File: config.mk
export PLATFORM = sky130hd
export DESIGN_NAME = cpu_mpu_csr
export DESIGN_NICKNAME = d
export VERILOG_FILES = /design/src/rtl/cpu_mpu_csr.sv
export SDC_FILE = /design/constraint.sdc
export NUM_CORES = 1
export LEC_CHECK = 0
export BUFFER_PORTS_ARGS = -buffer_cell sky130_fd_sc_hd__buf_2
export CAP_MARGIN = 20
export CELL_PAD_IN_SITES_DETAIL_PLACEMENT = 0
export CELL_PAD_IN_SITES_GLOBAL_PLACEMENT = 1
export CORE_UTILIZATION = 40
export DETAILED_ROUTE_END_ITERATION = 6
export GPL_TIMING_DRIVEN = 0
export PLACE_DENSITY = 0.8
export SLEW_MARGIN = 20
export SYNTH_ARGS = -nofsm -noshare
export SYNTH_HDL_FRONTEND = slang
export SYNTH_SLANG_ARGS = --single-unit
File: constraint.sdc
create_clock -name clock -period 5.05 [get_ports clock]
set_input_delay 0.7575 -clock clock [delete_from_list [all_inputs] [get_ports clock]]
set_output_delay 0.7575 -clock clock [all_outputs]
set_load 0.01 [all_outputs]
File: src/rtl/cpu_mpu_csr.sv
// CSR-side owner of the data MPU: region descriptors, fault capture and trap request.
//
// state     | meaning
// ----------+-----------------------------------------------------------
// S_IDLE    | no fault recorded, STAT[0]=0, trap_request low
// S_PENDING | fault captured, trap_request high until trap_ack
// S_HELD    | trap taken, fault record kept until software clears it
module cpu_mpu_csr #(
  parameter int          NUM_REGIONS   = 8,
  parameter logic [31:0] RESET_REGION0 = 32'h0000_0000
) (
  input  logic        clock,
  input  logic        reset,
  input  logic        supervisor,
  input  logic        csr_write,
  input  logic        csr_read,
  input  logic [3:0]  csr_sel,
  input  logic [31:0] csr_wdata,
  output logic [31:0] csr_rdata,
  output logic        csr_error,
  input  logic        cpud_request,
  input  logic        cpud_write,
  input  logic [31:0] cpud_addr,
  input  logic        access_deny,
  output logic [31:0] csr_dmpu0,
  output logic [31:0] csr_dmpu1,
  output logic [31:0] csr_dmpu2,
  output logic [31:0] csr_dmpu3,
  output logic [31:0] csr_dmpu4,
  output logic [31:0] csr_dmpu5,
  output logic [31:0] csr_dmpu6,
  output logic [31:0] csr_dmpu7,
  output logic        trap_request,
  input  logic        trap_ack
);

  // Descriptor bits [7:4] are reserved and always stored as zero.
  localparam logic [31:0] DESC_MASK = 32'hFFFF_FF0F;

  typedef enum logic [1:0] {S_IDLE, S_PENDING, S_HELD} fault_state_e;

  fault_state_e state_q, state_d;
  logic [31:0]  dmpu_q [NUM_REGIONS];
  logic [31:0]  rdata_q;
  logic         error_q;
  logic         cap_req_q, cap_wr_q;
  logic [31:0]  cap_addr_q;
  logic [31:0]  faddr_q, faddr_d;
  logic         fwr_q, fwr_d;
  logic         ovf_q, ovf_d;

  logic         sup_wr, wr_bad, rd_bad, stat_wr, qual_fault, clear_evt, fvalid;
  logic [31:0]  rd_val;

  assign sup_wr     = csr_write & supervisor;
  assign wr_bad     = csr_write & (~supervisor | (csr_sel == 4'd8) | (csr_sel >= 4'd10));
  assign rd_bad     = csr_read & (~supervisor | (csr_sel >= 4'd10));
  assign stat_wr    = sup_wr & (csr_sel == 4'd9);
  assign qual_fault = access_deny & cap_req_q;
  assign clear_evt  = stat_wr & csr_wdata[0] & (state_q == S_HELD);
  assign fvalid     = (state_q != S_IDLE);

  // Read mux over the pre-write register contents.
  always_comb begin
    rd_val = '0;
    if (!csr_sel[3]) begin
      rd_val = dmpu_q[csr_sel[2:0]];
    end else if (csr_sel == 4'd8) begin
      rd_val = faddr_q;
    end else if (csr_sel == 4'd9) begin
      rd_val = {29'd0, ovf_q, fwr_q, fvalid};
    end
  end

  // Region descriptor storage; only supervisor writes to sel 0-7 land here.
  always_ff @(posedge clock or negedge reset) begin
    if (!reset) begin
      dmpu_q[0] <= RESET_REGION0;
      for (int i = 1; i < NUM_REGIONS; i++) dmpu_q[i] <= '0;
    end else if (sup_wr && !csr_sel[3]) begin
      dmpu_q[csr_sel[2:0]] <= csr_wdata & DESC_MASK;
    end
  end

  // Registered read data (held between reads) and one-cycle error pulse.
  always_ff @(posedge clock or negedge reset) begin
    if (!reset) begin
      rdata_q <= '0;
      error_q <= 1'b0;
    end else begin
      error_q <= rd_bad | wr_bad;
      if (csr_read) rdata_q <= rd_bad ? 32'd0 : rd_val;
    end
  end

  // Capture stage pairing a request with the deny verdict one cycle later.
  always_ff @(posedge clock or negedge reset) begin
    if (!reset) begin
      cap_req_q  <= 1'b0;
      cap_wr_q   <= 1'b0;
      cap_addr_q <= '0;
    end else begin
      cap_req_q <= cpud_request;
      if (cpud_request) begin
        cap_wr_q   <= cpud_write;
        cap_addr_q <= cpud_addr;
      end
    end
  end

  // Fault FSM state and fault record registers.
  always_ff @(posedge clock or negedge reset) begin
    if (!reset) begin
      state_q <= S_IDLE;
      faddr_q <= '0;
      fwr_q   <= 1'b0;
      ovf_q   <= 1'b0;
    end else begin
      state_q <= state_d;
      faddr_q <= faddr_d;
      fwr_q   <= fwr_d;
      ovf_q   <= ovf_d;
    end
  end

  // Fault FSM next state; a fault arriving with a clear-write is captured fresh.
  always_comb begin
    state_d = state_q;
    faddr_d = faddr_q;
    fwr_d   = fwr_q;
    ovf_d   = ovf_q;
    if (stat_wr && csr_wdata[2]) ovf_d = 1'b0;
    unique case (state_q)
      S_IDLE: begin
        if (qual_fault) begin
          state_d = S_PENDING;
          faddr_d = cap_addr_q;
          fwr_d   = cap_wr_q;
        end
      end
      S_PENDING: begin
        if (qual_fault) ovf_d = 1'b1;
        if (trap_ack) state_d = S_HELD;
      end
      S_HELD: begin
        if (clear_evt && qual_fault) begin
          state_d = S_PENDING;
          faddr_d = cap_addr_q;
          fwr_d   = cap_wr_q;
        end else if (clear_evt) begin
          state_d = S_IDLE;
          fwr_d   = 1'b0;
        end else if (qual_fault) begin
          ovf_d = 1'b1;
        end
      end
      default: state_d = S_IDLE;
    endcase
  end

  assign csr_rdata    = rdata_q;
  assign csr_error    = error_q;
  assign trap_request = (state_q == S_PENDING);
  assign csr_dmpu0    = dmpu_q[0];
  assign csr_dmpu1    = dmpu_q[1];
  assign csr_dmpu2    = dmpu_q[2];
  assign csr_dmpu3    = dmpu_q[3];
  assign csr_dmpu4    = dmpu_q[4];
  assign csr_dmpu5    = dmpu_q[5];
  assign csr_dmpu6    = dmpu_q[6];
  assign csr_dmpu7    = dmpu_q[7];

endmodule
# Word level (Yosys, flattened, before mapping)
# Index checks and enable logic that the tools add are counted.
[op_classes] magnitude_cmp=3 eq_ne=8 muxes=27 bitwise_logic=13 reduce_logical=11
[op_table] cell="$bwmux W256" n=1
[op_table] cell="$mux W32" n=8
[op_table] cell="$bmux W32 S3" n=1
[op_table] cell="$demux W32 S3" n=1
[op_table] cell="$pmux W32 S2" n=1
[op_table] cell="$reduce_and A3 Y1" n=3
[op_table] cell="$eq A4 B4 Y1 const B" n=2
[op_table] cell="$ge A4 B4 Y1 const B" n=2
[op_table] cell="$mux W2" n=4
[op_table] cell="$and A1 B1 Y1" n=7
[op_table] cell="$mux W1" n=7
[op_table] cell="$pmux W2 S3" n=1
[op_table] cell="$logic_and A1 B1 Y1" n=4
[op_table] cell="$lt A4 B1 Y1 const B" n=1
[op_table] cell="$ne A2 B1 Y1 const B" n=2
[op_table] cell="$not A3 Y4" n=1
[op_table] cell="$or A1 B1 Y1" n=4
[op_table] cell="$pmux W1 S2" n=2
[op_table] cell="$reduce_bool A2 Y1" n=2
[op_table] cell="$mux W3" n=1
[op_table] cell="$ne A3 B2 Y1 const B" n=1
[op_table] cell="$eq A2 B1 Y1 const B" n=1
[op_table] cell="$eq A2 B2 Y1 const B" n=1
[op_table] cell="$logic_not A2 Y1" n=1
[op_table] cell="other kinds (3)" n=3
[word_totals] regBits=359 input_bits=77 output_inout_bits=290 wordCells=79

# Depth between registers and ports, before layout
[depth] depth_word=8 mapped_depth=8 ltp_nobuf=6

# Least setup slack after synthesis
# No wires, ideal clock.
[synth_timing] path_type="input to register" from="in csr_sel[1]" to="reg dmpu_q (netlist bit csr_dmpu1[11])" setup_ns=0.125 arrival_time_ns=2.038 required_time_ns=4.925 setup_slack_ns=2.887 cell_stages=6 n_path_buf=3 path_cell_list="buf_2 -> or2_1 -> buf_2 -> nor2_4 -> buf_4 -> mux2_2"
[synth_via] elab_chain_len=6 elab_cells_between_ends=7 cone_classes="2 x order compare; 3 x mux; 1 x bitwise; 1 x reduce/logical"
[synth_lines] element="from (decl)" line_no="17" rtl="input logic [3:0] csr_sel,"
[synth_lines] element="$not A3 Y4 (not written as such) (*)" line_no="81" rtl="dmpu_q[csr_sel[2:0]] <= csr_wdata & DESC_MASK;"
[synth_lines] element="$ge A4 B4 Y1 (not written as such) or $lt A4 B1 Y1 (tied branches)" line_no="81"
[synth_lines] element="$logic_and A1 B1 Y1 (not written as such)" line_no="81"
[synth_lines] element="$mux W32 (not written as such)" line_no="81"
[synth_lines] element="$demux W32 S3 (*)" line_no="81"
[synth_lines] element="$bwmux W256 (*)" line_no="81"
[synth_lines] element="to (signal, indexed assignment)" line_no="81"
[synth_lines] element="to (decl)" line_no="43" rtl="logic [31:0] dmpu_q [NUM_REGIONS];"
# Every way passes the cells marked *; elsewhere a longest branch is shown, timed or not.
# A chain may end at the register's enable or synchronous reset.

# Worst setup path in the final report
[layout_timing] from="in csr_sel[0]" to="reg rdata_q[22] (netlist: csr_rdata[22])"
[layout_via] elab_chain_len=6 elab_cells_between_ends=11 cone_classes="1 x order compare; 1 x eq/ne; 6 x mux; 3 x bitwise"
[layout_lines] element="$not A3 Y4 (not written as such)" line_no="67" rtl="rd_val = dmpu_q[csr_sel[2:0]];"
[layout_lines] element="$bmux W32 S3" line_no="67"
[layout_lines] element="$mux W32 (not written as such) (2 in series)" line_no="67"
[layout_lines] element="$mux W32" line_no="66" rtl="if (!csr_sel[3]) begin"
[layout_lines] element="$mux W32 (*)" line_no="92" rtl="if (csr_read) rdata_q <= rd_bad ? 32'd0 : rd_val;"
[layout_lines] element="to (signal assigned)" line_no="92"
[layout_lines] element="to (decl)" line_no="44" rtl="logic [31:0] rdata_q;"
# Every way passes the cells marked *; elsewhere a longest branch is shown, timed or not. The select of a mux whose other input is x is not followed.

==> results.cfg <==
[status]
status = complete, but fails checks
failed_checks = DRC

[sta]
finalHoldViolations = 0
slew_headroom_pct = 5.422
worst_slew_pin_slew_ns = 1.383
finalCritPeriodShare_pct = 53.79
maxSlewViolCount = 0
period_minus_slack_ns = 2.716
whs_ns = 0.1534
finalSetupTns_ns = 0
skew_ns = 0.01137
max_freq_mhz = 368.1
setup_viol = 0
rsz0062_at_grt = no
setup_ws_ns = 2.334

[synthesis]
yosys_register_bits = 327
syn_inst = 1011
synth.distinct_cells = 51
synth_commonest_cells = dfrtp_1 (327), mux2_2 (292), buf_4 (51), mux2i_1 (32)
synth_top_area_cell = dfrtp_1
synth-async-reset-ratio_pct = 100.0
synthTopCellsByArea = dfrtp_1 (56%), mux2_2 (23%), buf_4 (2.6%)
synth-warning-count = 0
synth_most_common_cell = dfrtp_1
ys_seq_area_share_pct = 56.02
synth_edf_count = 0
netlist.area_leader.share_pct = 56.02
synth_ff_type = dfrtp_1
syn-cell-area_um2 = 14610
syn_area_per_cell_um2 = 14.45

[global_routing]
track_usage_pct = 25.40
grt_overflow = 0
antenna_found_initial = 3
grt_max_degree = 98
grt_pass1_vias = 10420
grt_pass1_wl_mm = 68.48

[critical_path]
critPathMaxFanout = 10
start_kind = input port
crit_path_end_kind = flop
required_ns = 5.50
arrival_ns = 3.17
worstPathCellList = buf_2, buf_4, buf_4, buf_4, a211oi_1, a2111oi_0, a221o_1
slowest_delay_ns = 1.17
reg2reg_depth = 8
rrSetupSlack_ns = 2.79
critPathKind = in -> reg
cpMostUsedCell = buf_4
slowest_stage = a2111oi_0

[clock_network]
cts.sinks = 327
cts_tree = yes
clkTransAtPathRegs_ns = 0.06
clock_latency_ns = 0.52
cts_buffer_depth = 3
hold_buffers = 0
postCtsSetupBuffers = 0
cts_buffers = 37
cts-resized-gates = 0
root_buffer = clkbuf_16
cts.htree.levels = 2

[routing]
routed_wl_mm = 47.66
vias = 10330
drtPass1Iterations = 7
met2_length_mm = 21.78
highest_layer = met5
drcViolationCount = 46
wl_per_cell_um = 25.05
drt-initial-drc-count = 490
met3_length_mm = 3.083
antenna_left = 0
viasPerCell = 5.430
routedLengthMet1_mm = 21.38

[floorplanning]
dieArea_um2 = 37280
start_util_pct = 40.87
fp-row-count = 69
die_h_um = 193.1
coreArea_um2 = 35740
chipWidth_um = 193.1
ioPinCount = 367

[flow_run]
maxCapViolCount = 0

[worst_hold_path]
hold_class = in -> async

[layout]
area.growth.synth_to_final_pct = 25.43
final_area_um2 = 18320
n_fill_cell = 3174
layout-drive-gt1-share_pct = 55.87
nets = 1495

[power]
power_density_nw_per_um2 = 443.0
ir_worst_vdd_uv = 229.7
total_leakage_power_nw = 9.060

[placed_design]
placed_cell_area_um2 = 17080
post-place-ws_ns = 1.987
place.gp.congestion = 0.8602
port-buffer-count = 329
hpwlAfterDp_mm = 34.87
## flip-flops by register name, indices dropped and copies added (netlist names)
register	count
csr_rdata	32
csr_dmpu2	28
cap_addr_q	32
cap_wr_q	1
state_q	2
csr_dmpu6	28
csr_dmpu5	28
csr_dmpu3	28
csr_error	1
cap_req_q	1
ovf_q	1
csr_dmpu7	28
csr_dmpu0	28
faddr_q	32
csr_dmpu4	28
fwr_q	1
csr_dmpu1	28
## routing by layer
layer	vias to the layer above	global-route usage, %
met4	2	8.684
met2	337	39.55
met3	81	5.502
met1	5375	35.05
met5	-	0
li1	4539	-
## area by class of cell
| type | instances | area (um^2) | area share (%) |
|---|---|---|---|
| flip-flops and latches | 327 | 8183 | 44.66 |
| multi-input cells | 614 | 5931 | 32.37 |
| repair buffers | 333 | 1749 | 9.547 |
| clock buffers | 50 | 1035 | 5.648 |
| plain buffers | 96 | 616.8 | 3.367 |
| well taps | 461 | 576.8 | 3.148 |
| clock inverters | 14 | 203.9 | 1.113 |
| inverters | 5 | 18.77 | 0.1024 |
| diodes | 3 | 7.507 | 0.04098 |
## kinds of logic (layout without fill, tap and decap cells)
kind of cell    after synthesis  after routing  share of synthesized area (%)
fa+ha+maj                     4              4                         0.3427
mux                         355            355                          28.38
simple gates                 82             82                          3.444
other cells                   1             35                        0.02567
flops                       327            327                          56.02
buf+inv                     101            498                          4.352
compound gates              141            141                          7.435
## worst max-delay path: cells and delay by family
family,cells,cell delay [ns]
AOI/OAI and AO/OA,3,1.49
buffers and inverters,4,0.91
## stage by stage
step                      utilization (%)  std cells  total power, mW
after detailed placement            47.77       1836            5.404
after CTS                           51.24       1900            8.181
after floorplan                         -       1042            4.548
after global routing                51.25       1901            8.490
after global placement              47.41       1832            5.341
final                               51.26       1903            8.117
## final timing paths
kind,from,end
max in group asynchronous,reset,csr_dmpu1[9]$_DFFE_PN0P_
worst min-delay path,reset,cap_addr_q[27]$_DFFE_PN0P_
worst min register to register,faddr_q[5]$_DFFE_PN0P_,csr_rdata[5]$_DFFE_PN0P_
worst max register to register,state_q[0]$_DFFE_PN0P_,faddr_q[4]$_DFFE_PN0P_
min in group clock,cpud_request,cap_req_q$_DFF_PN0_
worst max-delay path,csr_sel[0],csr_rdata[22]$_DFFE_PN0P_
## where the power goes
| part | total [mW] | switching, mW | internal, mW |
|---|---|---|---|
| clock | 2.76 | 1.07 | 1.69 |
| sequential | 3.57 | 0.400 | 3.17 |
| combinational | 1.79 | 0.877 | 0.914 |
| total | 8.12 | 2.35 | 5.77 |
## layout by cell type (no fill, tap or decap), types with 6 or more instances in the layout
master | synthesis | final
o221ai_1 | 11 | 11
mux2_4 | 20 | 20
conb_1 | 1 | 32
buf_2 | 21 | 349
clkinv_2 | 0 | 6
dfrtp_1 | 327 | 327
a221o_1 | 25 | 25
a211oi_1 | 31 | 31
nor2b_1 | 31 | 31
mux2_2 | 292 | 292
a21oi_1 | 6 | 6
clkbuf_8 | 0 | 6
clkbuf_1 | 16 | 23
nand2_1 | 10 | 10
nor2_1 | 9 | 9
buf_4 | 51 | 51
o21ai_0 | 12 | 12
clkbuf_16 | 0 | 37
o22ai_1 | 25 | 25
nor3_1 | 8 | 8
mux4_2 | 10 | 10
mux2i_1 | 32 | 32
Power figures use the tool's default switching activity.
